## src/rtl/uart_pkg.sv

```systemverilog
// Shared definitions for the UART receive path: FSM state encoding and
// default framing constants used as parameter defaults by the receiver.
package uart_pkg;

    // Receiver FSM states; the encoding is exported on state_o for debug
    typedef enum logic [2:0] {
        IDLE      = 3'd0,
        START     = 3'd1,
        DATA      = 3'd2,
        STOP      = 3'd3,
        WAIT_HIGH = 3'd4
    } uart_rx_state_e;

    // Default framing: 16x oversampling, 8 data bits, 1 stop bit
    localparam int unsigned UART_OVERSAMPLE = 16;
    localparam int unsigned UART_DATA_BITS  = 8;
    localparam int unsigned UART_STOP_BITS  = 1;

endpackage

```

## src/rtl/uart_rx_sync.sv

```systemverilog
// Two-flop synchroniser for the asynchronous rx line. Both stages reset
// to 1 so an idle (high) line is seen while the receiver comes out of reset.
module uart_rx_sync (
    input  logic baud_clk,
    input  logic rst_n,
    input  logic i_async,
    output logic o_sync
);

    logic r_meta;
    logic r_sync;

    // Two-stage capture of the raw line into the baud_clk domain
    always_ff @(posedge baud_clk or negedge rst_n) begin
        if (!rst_n) begin
            r_meta <= 1'b1;
            r_sync <= 1'b1;
        end else begin
            r_meta <= i_async;
            r_sync <= r_meta;
        end
    end

    assign o_sync = r_sync;

endmodule

```

## src/rtl/uart_rx_ctrl.sv

```systemverilog
// UART receive controller. Oversamples the synchronised rx line, finds the
// start-bit centre, samples DATA_BITS data bits LSB first, checks STOP_BITS
// stop bits and hands completed bytes to the host through a valid/ready
// holding register. Framing and overrun errors are one-cycle pulses.
module uart_rx_ctrl
    import uart_pkg::*;
#(
    parameter int unsigned OVERSAMPLE = UART_OVERSAMPLE,
    parameter int unsigned DATA_BITS  = UART_DATA_BITS,
    parameter int unsigned STOP_BITS  = UART_STOP_BITS
) (
    input  logic                 baud_clk,
    input  logic                 rst_n,
    input  logic                 rx_in,
    input  logic                 enable,
    input  logic                 rx_ready,
    output logic [DATA_BITS-1:0] rx_data,
    output logic                 rx_valid,
    output logic                 frame_err,
    output logic                 overrun_err,
    output logic                 busy,
    output logic [2:0]           state_o
);

    localparam int unsigned SW = $clog2(OVERSAMPLE);
    localparam int unsigned BW = $clog2(DATA_BITS + 1);

    // Sample points inside a bit period: centre of the start bit, and the
    // last tick of each data/stop bit (which lands on the bit centre because
    // the count restarts at the start-bit centre).
    localparam logic [SW-1:0] SMP_MID   = SW'(OVERSAMPLE / 2 - 1);
    localparam logic [SW-1:0] SMP_LAST  = SW'(OVERSAMPLE - 1);
    localparam logic [BW-1:0] BIT_LAST  = BW'(DATA_BITS - 1);
    localparam logic [BW-1:0] STOP_LAST = BW'(STOP_BITS - 1);

    uart_rx_state_e       r_state;
    logic [SW-1:0]        r_sample_cnt;
    logic [BW-1:0]        r_bit_cnt;
    logic [DATA_BITS-1:0] r_shreg;
    logic [DATA_BITS-1:0] r_rx_data;
    logic                 r_rx_valid;
    logic                 r_frame_err;
    logic                 r_overrun_err;

    logic                 w_rx_s;
    logic                 w_sample_last;
    logic                 w_frame_done;

    uart_rx_sync u_sync (
        .baud_clk (baud_clk),
        .rst_n    (rst_n),
        .i_async  (rx_in),
        .o_sync   (w_rx_s)
    );

    assign w_sample_last = (r_sample_cnt == SMP_LAST);

    // A frame completes on the last stop-bit sample when it reads high.
    // enable=0 takes priority and aborts the frame instead.
    assign w_frame_done = enable
                       && (r_state == STOP)
                       && w_sample_last
                       && w_rx_s
                       && (r_bit_cnt == STOP_LAST);

    // Receive FSM: bit timing counters, shift register and framing check
    always_ff @(posedge baud_clk or negedge rst_n) begin
        if (!rst_n) begin
            r_state      <= IDLE;
            r_sample_cnt <= '0;
            r_bit_cnt    <= '0;
            r_shreg      <= '0;
            r_frame_err  <= 1'b0;
        end else begin
            r_frame_err <= 1'b0;
            if (!enable && (r_state != IDLE)) begin
                r_state      <= IDLE;
                r_sample_cnt <= '0;
                r_bit_cnt    <= '0;
            end else begin
                case (r_state)
                    IDLE: begin
                        if (enable && !w_rx_s) begin
                            r_state      <= START;
                            r_sample_cnt <= '0;
                        end
                    end

                    START: begin
                        if (r_sample_cnt == SMP_MID) begin
                            r_sample_cnt <= '0;
                            r_bit_cnt    <= '0;
                            // Line back high at the start-bit centre: noise
                            r_state      <= w_rx_s ? IDLE : DATA;
                        end else begin
                            r_sample_cnt <= r_sample_cnt + 1'b1;
                        end
                    end

                    DATA: begin
                        if (w_sample_last) begin
                            r_shreg      <= {w_rx_s, r_shreg[DATA_BITS-1:1]};
                            r_sample_cnt <= '0;
                            if (r_bit_cnt == BIT_LAST) begin
                                r_state   <= STOP;
                                r_bit_cnt <= '0;
                            end else begin
                                r_bit_cnt <= r_bit_cnt + 1'b1;
                            end
                        end else begin
                            r_sample_cnt <= r_sample_cnt + 1'b1;
                        end
                    end

                    STOP: begin
                        if (w_sample_last) begin
                            r_sample_cnt <= '0;
                            if (!w_rx_s) begin
                                r_frame_err <= 1'b1;
                                r_bit_cnt   <= '0;
                                r_state     <= WAIT_HIGH;
                            end else if (r_bit_cnt == STOP_LAST) begin
                                r_bit_cnt <= '0;
                                r_state   <= IDLE;
                            end else begin
                                r_bit_cnt <= r_bit_cnt + 1'b1;
                            end
                        end else begin
                            r_sample_cnt <= r_sample_cnt + 1'b1;
                        end
                    end

                    WAIT_HIGH: begin
                        // Hold off during a break so a long low line cannot
                        // restart reception or repeat the framing error
                        if (w_rx_s) begin
                            r_state <= IDLE;
                        end
                    end

                    default: begin
                        r_state      <= IDLE;
                        r_sample_cnt <= '0;
                        r_bit_cnt    <= '0;
                    end
                endcase
            end
        end
    end

    // Host holding register: load on completion, drop and flag overrun if
    // still full, clear on a transfer that has no completion alongside it
    always_ff @(posedge baud_clk or negedge rst_n) begin
        if (!rst_n) begin
            r_rx_data     <= '0;
            r_rx_valid    <= 1'b0;
            r_overrun_err <= 1'b0;
        end else begin
            r_overrun_err <= 1'b0;
            if (w_frame_done) begin
                if (!r_rx_valid || rx_ready) begin
                    r_rx_data  <= r_shreg;
                    r_rx_valid <= 1'b1;
                end else begin
                    r_overrun_err <= 1'b1;
                end
            end else if (r_rx_valid && rx_ready) begin
                r_rx_valid <= 1'b0;
            end
        end
    end

    assign rx_data     = r_rx_data;
    assign rx_valid    = r_rx_valid;
    assign frame_err   = r_frame_err;
    assign overrun_err = r_overrun_err;
    assign busy        = (r_state != IDLE);
    assign state_o     = r_state;

endmodule

```

## config.mk

```make
export PLATFORM = sky130hd
export DESIGN_NAME = uart_rx_ctrl
export DESIGN_NICKNAME = d
export VERILOG_FILES = /design/src/rtl/uart_pkg.sv /design/src/rtl/uart_rx_sync.sv /design/src/rtl/uart_rx_ctrl.sv
export SDC_FILE = /design/constraint.sdc
export NUM_CORES = 1
export LEC_CHECK = 0
export CAP_MARGIN = 5
export CORE_MARGIN = 1.5
export CORE_UTILIZATION = 54
export CTS_CLUSTER_SIZE = 14
export DETAILED_ROUTE_END_ITERATION = 10
export PLACE_DENSITY = 0.86
export SYNTH_ARGS = -nofsm -noshare
export SYNTH_HDL_FRONTEND = slang
export SYNTH_HIERARCHICAL = 1
export SYNTH_SLANG_ARGS = --single-unit
```

## constraint.sdc

```tcl
create_clock -name baud_clk -period 2.3 [get_ports baud_clk]
set_input_delay 0.345 -clock baud_clk [delete_from_list [all_inputs] [get_ports baud_clk]]
set_output_delay 0.345 -clock baud_clk [all_outputs]
set_load 0.02 [all_outputs]
```

Yosys cells after proc, flatten, opt, wreduce, memory -nomap -nowiden
Index checks and enable logic that the tools add are counted.
{"block": "op_classes", "n_addsub": 2, "eq_ne": 17, "mux": 33, "n_bitwise": 1, "reduce_logical": 23}
{"cell": "two-way mux 4 bit", "n": 11}
{"cell": "one-hot mux 4 bit (4 select lines)", "n": 2}
{"cell": "two-way mux 3 bit", "n": 9}
{"cell": "one-hot mux 3 bit (5 select lines)", "n": 1}
{"cell": "!= test 3 bit, second input constant", "n": 4}
{"cell": "two-way mux 1 bit", "n": 9}
{"cell": "adder 4 x 1 -> 4 bit, second input constant", "n": 2}
{"cell": "equality test 4 x 3 -> 1 bit, second input constant", "n": 2}
{"cell": "logical AND 1 bit", "n": 7}
{"cell": "AND reduction 7 bit", "n": 1}
{"cell": "equality test 3 x 2 -> 1 bit, second input constant", "n": 2}
{"cell": "!= test 3 x 2 -> 1 bit, second input constant", "n": 2}
{"cell": "AND reduction 2 bit", "n": 3}
{"cell": "equality test 4 bit, second input constant", "n": 1}
{"cell": "logical NOT 4 bit", "n": 1}
{"cell": "!= test 2 x 1 -> 1 bit, second input constant", "n": 2}
{"cell": "!= test 4 bit, second input constant", "n": 1}
{"cell": "AND reduction 4 bit", "n": 1}
{"cell": "OR reduction 2 bit", "n": 2}
{"cell": "equality test 3 x 1 -> 1 bit, second input constant", "n": 1}
{"cell": "equality test 3 bit, second input constant", "n": 1}
{"cell": "logical NOT 1 bit", "n": 3}
{"cell": "logical NOT 3 bit", "n": 1}
{"cell": "AND reduction 3 bit", "n": 1}
{"cell": "6 further kinds", "n": 6}
{"block": "totals", "register_bits": 32, "out_inout_bits": 15}

Longest topological paths before layout
Gate-level depths: netlist of run 1.
{"block": "depth", "depth_word": 7, "mapped_depth": 7}

Hierarchy
Netlist of run 1, hierarchy kept.
{"module": "uart_rx_ctrl", "n_inst": 1, "cells_each": 147, "area_each_um2": 1586.5}
{"module": "uart_rx_sync", "n_inst": 1, "cells_each": 2, "area_each_um2": 52.6}

Worst setup path before layout of run 1
OpenSTA, ideal clock, no wires.
{"block": "synth_path", "kind": "register to register", "start": "register r_sample_cnt[0]", "end": "register r_rx_data[0], in the netlist rx_data[0]", "setup_time_ps": 125, "arrival_ps": 1871, "required_time_ps": 2175, "path_slack_ps": 304, "stages_incl_launch_ff": 8, "n_path_buf": 2, "period_less_slack_ps": 1996, "cell_sequence": "dfrtp_1 -> ha_1 -> buf_4 -> and3_1 -> nand3_1 -> or4b_1 -> buf_6 -> mux2_4"}
{"block": "synth_via", "elab_chain_len": 5}
{"item": "start, declared", "line": "uart_rx_ctrl.sv:37", "rtl": "logic [SW-1:0] r_sample_cnt;"}
{"item": "start signal, assigned", "line": "uart_rx_ctrl.sv:96", "rtl": "r_sample_cnt <= r_sample_cnt + 1'b1;"}
{"item": "start signal, assigned", "line": "uart_rx_ctrl.sv:111", "rtl": "r_sample_cnt <= r_sample_cnt + 1'b1;"}
{"item": "start signal, assigned", "line": "uart_rx_ctrl.sv:129", "rtl": "r_sample_cnt <= r_sample_cnt + 1'b1;"}
{"item": "equality test 4 bit", "line": "uart_rx_ctrl.sv:56", "rtl": "assign w_sample_last = (r_sample_cnt == SMP_LAST);"}
{"item": "logical AND 1 bit", "line": "uart_rx_ctrl.sv:62", "rtl": "&& w_sample_last"}
{"item": "logical AND 1 bit", "line": "uart_rx_ctrl.sv:63", "rtl": "&& w_rx_s"}
{"item": "logical AND 1 bit", "line": "uart_rx_ctrl.sv:64", "rtl": "&& (r_bit_cnt == STOP_LAST);"}
{"item": "AND reduction 2 bit (no line)"}
{"item": "end signal, assigned", "line": "uart_rx_ctrl.sv:162", "rtl": "r_rx_data <= r_shreg;"}
{"item": "end, declared", "line": "uart_rx_ctrl.sv:40", "rtl": "logic [DATA_BITS-1:0] r_rx_data;"}
Every way passes these cells.
A chain may end at the register's enable or synchronous reset.

Worst setup path in the final report of run 1
{"block": "layout_path", "start": "register r_state[0], in the netlist state_o[0]", "end": "output port busy"}
{"block": "layout_via", "elab_chain_len": 1}
{"item": "start, declared", "line": "uart_rx_ctrl.sv:36", "rtl": "uart_rx_state_e r_state;"}
{"item": "start signal, assigned", "line": "uart_rx_ctrl.sv:94", "rtl": "r_state <= w_rx_s ? IDLE : DATA;"}
{"item": "nonzero test 3 bit", "line": "uart_rx_ctrl.sv:177", "rtl": "assign busy = (r_state != IDLE);"}
{"item": "end, declared", "line": "uart_rx_ctrl.sv:21", "rtl": "output logic busy,"}
Every way passes these cells.

==> impl_results.md, run 1 <==
* Post-synth EDFFs at 0
* CP Capture Type: primary output
* First-pass GRT wire length at 5782 µm
* Cell Rows at 19
* Post-route setup TNS at 0 ns
* Post-Place Cell Area at 1891 µm²
* Placeable Area at 2829 µm²
* Drt first pass iters at 8
* Hold path endpoint: u_sync/o_sync$_DFF_PN1_
* Root buffer cell: clkbuf_4
* Critical path class: flip-flop to primary output
* Peak supply drop at 0.3779 mV
* Clock transition at the registers of the reported paths at 0.10 ns
* Input/output buffers at 19
* Hold Crit Start: u_sync/r_meta$_DFF_PN1_
* Chip Width at 58.10 µm
* Top FF cell, synth: dfrtp_1
* Crit share post-route at 96.58%
* Unrepaired setup endpoints after global routing: false
* R2R setup slack at 0.24 ns
* Die Y at 58.10 µm
* Critical path's slowest cell: clkdlybuf4s50_1
* Layout cells sized above 1 at 22.60%
* Worst flop-to-flop path endpoint: rx_data[5]$_DFFE_PN0P_
* Count of final setup violators at 0
* Max Buffers Root-to-Sink at 2
* Die area at 3375 µm²
* Vias in the first global route at 1224
* Cell Int Power at 0.8381 mW
* Most frequent cells in the layout: 30 x dfrtp_1, 19 x clkdlybuf4s50_1, 12 x nor2_1
* Hold Violations, Final at 0
* CP cell instances: buf_4 -> or3_1 -> clkdlybuf4s50_1
* Final #Nets at 184
* Final instance area at 1971 µm²
* Synthesized Nets at 157
* Clock power share at 38.6%
* Pwr dens at 557.9 nW/µm²
* Commonest non-fill, non-tap cell in the layout: dfrtp_1
* Failing checks: DRC
* Gr ovfl total at 0
* Leakage at 0.9147 nW
* Slew Limit Fails at 0
* CTS tree: done
* DR vias/cell at 5.909
* Ant diodes at 0
* Clk_lat worst skew at 0.33 ns
* GRT Util Overall at 23.10%
* Nature of the critical path startpoint: flip-flop
* Delay of the slowest critical-path stage at 0.55 ns
* Total CTS buffers at 5
* I/O pin cnt at 20
* DR iter-0 viols at 57
* Largest net degree at the start of global routing at 33
* CP Max Fanout at 10
* Yosys warns at 6
* Yosys top cell area share at 45.80%
* Area growth syn-to-layout at 20.23%
* Yosys cell types at 44
* Clk_skew at 0.006412 ns
* Critical path arrival at 1.88 ns
* Max Cap Viol at 0
* Syn Inst Count at 149
* Register bit total from synthesis at 32
* Initial antenna violation count at 0
* Worst Path Required at 1.96 ns
* Slew headroom at 57.83%
* Main area contributors after synthesis: dfrtp_1 46%, mux2_4 7.3%, mux2_2 6.2%
* Cts hold-fix bufs at 0
* Reg-to-Reg Start: r_sample_cnt[0]$_DFFE_PN0P_
* TritonCTS Sinks at 32
* # DRC at 2
* Sw Pwr at 0.2614 mW
* Switching Fraction at 23.78%
* CTS H-tree depth at 2
* Final GP Congestion at 0.9085
* Reg2Reg Depth at 5
* Dpl ws at 0.07023 ns
* Final HPWL DP at 2510 µm
* Via Count at 1229
* Routed Antenna Nets at 0
* Hold path depth at 0
* Post-synthesis sequential area ratio at 49.01%
* Total Wirelength at 3418 µm
* Combinational Power Share at 8.3%
* Mapped Area at 1639 µm²
* Sequential share of power at 53.0%
* Minimum clock period at 2.221 ns
* FMAX at 450.2 MHz
* Mapped Avg Cell Area at 11.00 µm²
* Routed length per instance at 16.43 µm
* Status: finished, violations left
* Final WS setup at 0.07857 ns
* Slew @ Worst Pin at 0.6307 ns
* Yosys top cell by area: dfrtp_1
* Hold WC Path Type: flip-flop to flip-flop
* Initial core utilization at 57.94%
* Async S/R FF share, synth at 100.0%
[per-stage QoR]
stage	instances	util (%)	power, mW	hold WS (ns)
floorplan	149	-	0.6422	0.04941
global placement	200	66.83	0.6805	0.3453
detailed placement	200	66.83	0.6854	0.3538
CTS	208	69.53	1.109	0.3666
global route	208	69.66	1.144	0.3786
finish	208	69.66	1.100	0.3649
[final cells by class]
| type | count | area (µm²) |
|---|---|---|
| Fill cell | 210 | 858.3 |
| Sequential cell | 32 | 803.3 |
| Multi-Input combinational cell | 105 | 783.3 |
| Timing Repair Buffer | 27 | 250.2 |
| Clock buffer | 6 | 41.29 |
| Tap cell | 31 | 38.79 |
| Clock inverter | 2 | 35.03 |
| Inverter | 5 | 18.77 |
[state kept, by name, indices dropped and copies added (netlist names)]
register	cells
u_sync/r_meta	1
r_sample_cnt	4
r_bit_cnt	4
state_o	3
r_shreg	8
overrun_err	1
frame_err	1
rx_valid	1
rx_data	8
u_sync/o_sync	1
[Yosys cell counts, types with 2 or more instances]
master	number
dfrtp_1	30
nor2_1	12
mux2_2	9
nand3_1	9
mux2_4	8
nand2_1	8
nand2b_1	6
clkbuf_1	5
inv_1	5
a21oi_1	4
nor2b_1	4
o22ai_1	4
a31oi_1	3
ha_1	3
o31ai_1	3
or3_1	3
and3_1	2
dfstp_2	2
nor4b_1	2
o21ai_0	2
or2_2	2
[per-layer routing]
layer  up-vias  part of all wire [%]  global-route usage, %
li1        589                     -                      -
met1       587                    43                  30.77
met2        45                    50                  36.04
met3         8                   5.4                  5.134
met4         0                   1.7                  10.63
met5         -                     0                      0
[power groups by stage]
stage	registers, mW	clock network, mW	logic [mW]
CTS	0.583	0.434	0.0919
finish	0.583	0.425	0.0917
global placement	0.593	0	0.0878
floorplan	0.593	0	0.0496
global route	0.585	0.457	0.102
detailed placement	0.594	0	0.0915
[worst max-delay path: cells and delay by family (launching register included)]
kind,cells,cell delay (ns)
buffers and inverters,2,0.74
DFF,1,0.44
and+or+nand+nor,1,0.36
[worst max path at each step]
stage                          endpoint                        start  cells after the start  slack, ns
2_1_floorplan    rx_data[0]$_DFFE_PN0P_  r_sample_cnt[0]$_DFFE_PN0P_                      7       0.30
3_3_place_gp   r_bit_cnt[0]$_DFFE_PN0P_                       enable                      6       0.12
3_5_place_dp   r_bit_cnt[0]$_DFFE_PN0P_                       enable                      6       0.07
4_1_cts                            busy       state_o[0]$_DFFE_PN0P_                      3       0.06
5_1_grt                            busy       state_o[0]$_DFFE_PN0P_                      3      0.004
6_report                           busy       state_o[0]$_DFFE_PN0P_                      3       0.08
[logic make-up after synthesis]
logic type	Yosys count	share of synthesized area, %
DFF	32	49.01
adders and majority gates	3	2.290
AOI/OAI and AO/OA	24	10.08
and+or+nand+nor	60	21.15
muxes	17	13.51
buffers and inverters	12	3.435
xor gates and xnor gates	1	0.5344
[timing repair]
item                                    in CTS  in global routing
gates resized for setup                      0                  1
endpoints found under the setup margin       0                  8
setup buffers                                0                  0
No activity file was read; power rests on OpenSTA's default activity.
==> inputs of run 2 (changes only) <==
- CAP_MARGIN: 5 -> default
==> results of run 2 <==
Final layout, timing and power as in run 1 (identical DEF).
==> inputs of run 3 (changes only) <==
--- a/config.mk
+++ b/config.mk
@@ -10,5 +10,7 @@
 export CTS_CLUSTER_SIZE = 14
 export DETAILED_ROUTE_END_ITERATION = 10
+export GPL_ROUTABILITY_DRIVEN = 1
 export PLACE_DENSITY = 0.86
+export SLEW_MARGIN = 20
 export SYNTH_ARGS = -nofsm -noshare
 export SYNTH_HDL_FRONTEND = slang
==> constraint.sdc (replaced) <==
create_clock -name baud_clk -period 2.3 [get_ports baud_clk]
set_input_delay 0.575 -clock baud_clk [delete_from_list [all_inputs] [get_ports baud_clk]]
set_output_delay 0.575 -clock baud_clk [all_outputs]
set_load 0.02 [all_outputs]
==> impl_results.md, run 3 (synthesized netlist as in run 1, its figures left out) <==
* Final Total Pwr at 1.106 mW (was 1.100 mW)
* Hold Crit Start: u_sync/r_meta$_DFF_PN1_ (unchanged)
* Slew @ Worst Pin at 0.6506 ns (was 0.6307 ns)
* Gr ovfl total at 0 (unchanged)
* Drt first pass iters at 7 (was 8)
* CP Capture Type: flip-flop (was primary output)
* CTS H-tree depth at 2 (unchanged)
* R2R setup slack at 0.14 ns (was 0.24 ns)
* Post-route insts no fill at 211 (was 208)
* Max Cap Viol at 0 (unchanged)
* Initial core utilization at 57.94% (unchanged)
* Reg2Reg Depth at 6 (was 5)
* Final #Nets at 187 (was 184)
* Area growth syn-to-layout at 21.37% (was 20.23%)
* First-pass GRT wire length at 5837 µm (was 5782 µm)
* Peak supply drop at 0.4705 mV (was 0.3779 mV)
* Reg-to-Reg Start: r_sample_cnt[1]$_DFFE_PN0P_ (was r_sample_cnt[0]$_DFFE_PN0P_)
* Routed length per instance at 16.73 µm (was 16.43 µm)
* Hold Violations, Final at 0 (unchanged)
* Cell Rows at 19 (unchanged)
* Count of final setup violators at 0 (unchanged)
* Cell Int Power at 0.8401 mW (was 0.8381 mW)
* Worst Path Required at 2.53 ns (was 1.96 ns)
* Switching Fraction at 24.06% (was 23.78%)
* Hold WC Path Type: flip-flop to flip-flop (unchanged)
* Leakage at 0.9285 nW (was 0.9147 nW)
* Hold path depth at 0 (unchanged)
* Dpl ws at -0.04867 ns (was 0.07023 ns)
* Slew headroom at 56.01% (was 57.83%)
* Dpl cells at 203 (was 200)
* Die Y at 58.10 µm (unchanged)
* Commonest non-fill, non-tap cell in the layout: dfrtp_1 (unchanged)
* DR vias/cell at 5.957 (was 5.909)
* Post-CTS sizing at 2 (was 0)
* Chip Width at 58.10 µm (unchanged)
* Total CTS buffers at 5 (unchanged)
* Critical path class: flip-flop to flip-flop (was flip-flop to primary output)
* Most frequent cells in the layout: 29 x dfrtp_1, 18 x clkdlybuf4s50_1, 12 x nor2_1 (was 30 x dfrtp_1, 19 x clkdlybuf4s50_1, 12 x nor2_1)
* CP cell instances: ha_1 -> and3_1 -> nand3_1 -> or4b_1 -> buf_4 -> mux2_4 (was buf_4 -> or3_1 -> clkdlybuf4s50_1)
* Vias in the first global route at 1290 (was 1224)
* Delay of the slowest critical-path stage at 0.59 ns (was 0.55 ns)
* Critical path arrival at 2.39 ns (was 1.88 ns)
* Worst flop-to-flop path endpoint: rx_data[6]$_DFFE_PN0P_ (was rx_data[5]$_DFFE_PN0P_)
* GRT Util Overall at 23.45% (was 23.10%)
* Routed Antenna Nets at 0 (unchanged)
* Clk_lat worst skew at 0.34 ns (was 0.33 ns)
* DR iter-0 viols at 89 (was 57)
* Sw Pwr at 0.2661 mW (was 0.2614 mW)
* Final HPWL DP at 2436 µm (was 2510 µm)
* FMAX at 463.6 MHz (was 450.2 MHz)
* Crit share post-route at 93.79% (was 96.58%)
* Root buffer cell: clkbuf_4 (unchanged)
* Largest net degree at the start of global routing at 33 (unchanged)
* Layout cells sized above 1 at 23.89% (was 22.60%)
* I/O pin cnt at 20 (unchanged)
* Final WS setup at 0.1427 ns (was 0.07857 ns)
* Nature of the critical path startpoint: flip-flop (unchanged)
* Combinational Power Share at 8.4% (was 8.3%)
* CTS tree: done (unchanged)
* Initial antenna violation count at 0 (unchanged)
* Sequential share of power at 52.9% (was 53.0%)
* Via Count at 1257 (was 1229)
* Final GP Congestion at 0.9329 (was 0.9085)
* Ant diodes at 0 (unchanged)
* Clock transition at the registers of the reported paths at 0.09 ns (was 0.10 ns)
* Pwr dens at 556.1 nW/µm² (was 557.9 nW/µm²)
* Minimum clock period at 2.157 ns (was 2.221 ns)
* Clk_skew at 0.006230 ns (was 0.006412 ns)
* Input/output buffers at 19 (unchanged)
* Max Buffers Root-to-Sink at 2 (unchanged)
* Clock power share at 38.7% (was 38.6%)
* Placeable Area at 2829 µm² (unchanged)
* Critical path's slowest cell: or4b_1 (was clkdlybuf4s50_1)
* Unrepaired setup endpoints after global routing: false (unchanged)
* # DRC at 2 (unchanged)
* Hold path endpoint: u_sync/o_sync$_DFF_PN1_ (unchanged)
* TritonCTS Sinks at 32 (unchanged)
* Total Wirelength at 3530 µm (was 3418 µm)
* Post-CTS setup buffers at 0 (unchanged)
* Failing checks: DRC (unchanged)
* Status: finished, violations left (unchanged)
* Cts hold-fix bufs at 0 (unchanged)
* Slew Limit Fails at 0 (unchanged)
* CP Max Fanout at 8 (was 10)
* Die area at 3375 µm² (unchanged)
==> run 3: cell types whose count changed in the layout (fill, tap and decap cells not counted) <==
| cell | change |
|---|---|
| buf_4 | +3 |
| clkdlybuf4s50_1 | -1 |
| dfrtp_1 | -1 |
| dfrtp_2 | +1 |
| dlygate4sd2_1 | +1 |
| or4b_1 | +1 |
| or4b_4 | -1 |
==> run 3: power groups by stage <==
stage                     logic, mW  registers [mW]  clock network (mW)
final                        0.0928           0.585               0.428
after global routing          0.104           0.587               0.459
after CTS                    0.0934           0.585               0.433
after detailed placement     0.0921           0.596                   0
after global placement       0.0886           0.594                   0
after floorplan              0.0496           0.593                   0
==> run 3: area by class of cell <==
cell class	count	area, µm²
fill	208	839.6
sequential	32	804.5
multi-input combinational	105	779.5
timing repair buffer	30	271.5
clock buffer	6	41.29
tap	31	38.79
clock inverter	2	35.03
inverter	5	18.77
==> run 3: how the worst max path moves through the flow <==
| stage | endpoint | cells past startpoint | start | slack (ns) |
|---|---|---|---|---|
| finish | rx_data[6]$_DFFE_PN0P_ | 6 | r_sample_cnt[1]$_DFFE_PN0P_ | 0.14 |
| global route | rx_data[6]$_DFFE_PN0P_ | 6 | r_sample_cnt[0]$_DFFE_PN0P_ | 0.03 |
| CTS | rx_data[5]$_DFFE_PN0P_ | 6 | r_sample_cnt[1]$_DFFE_PN0P_ | 0.14 |
| detailed placement | rx_data[5]$_DFFE_PN0P_ | 5 | enable | -0.05 |
| global placement | rx_data[5]$_DFFE_PN0P_ | 5 | enable | 0.03 |
| floorplan | rx_data[0]$_DFFE_PN0P_ | 7 | r_sample_cnt[0]$_DFFE_PN0P_ | 0.30 |
==> run 3: worst max-delay path, delay by kind of cell, from the launching register on <==
family,cells,cell delay (ns)
adder cells (fa/ha/maj),1,0.19
AND/OR/NAND/NOR,3,0.93
multiplexers,1,0.30
buffers and inverters,1,0.21
flip-flops,1,0.41
==> run 3: stage by stage <==
stage / utilization [%] / hold slack (ns) / TNS [ns] / cell area (µm²)
after floorplan: - / 0.2794 / 0 / 1639
after global placement: 67.62 / 0.3457 / 0 / 1913
after detailed placement: 67.62 / 0.3529 / -0.3013 / 1913
after CTS: 70.32 / 0.3674 / 0 / 1989
after global routing: 70.32 / 0.3711 / 0 / 1989
final: 70.32 / 0.3629 / 0 / 1989
==> run 3: metal layers <==
metal	vias to the layer above	wire [µm]	track usage, %
li1	599	-	-
met1	607	1548	27.95
met2	41	1712	37.34
met3	10	184	7.589
met4	0	85	13.29
met5	-	0	0
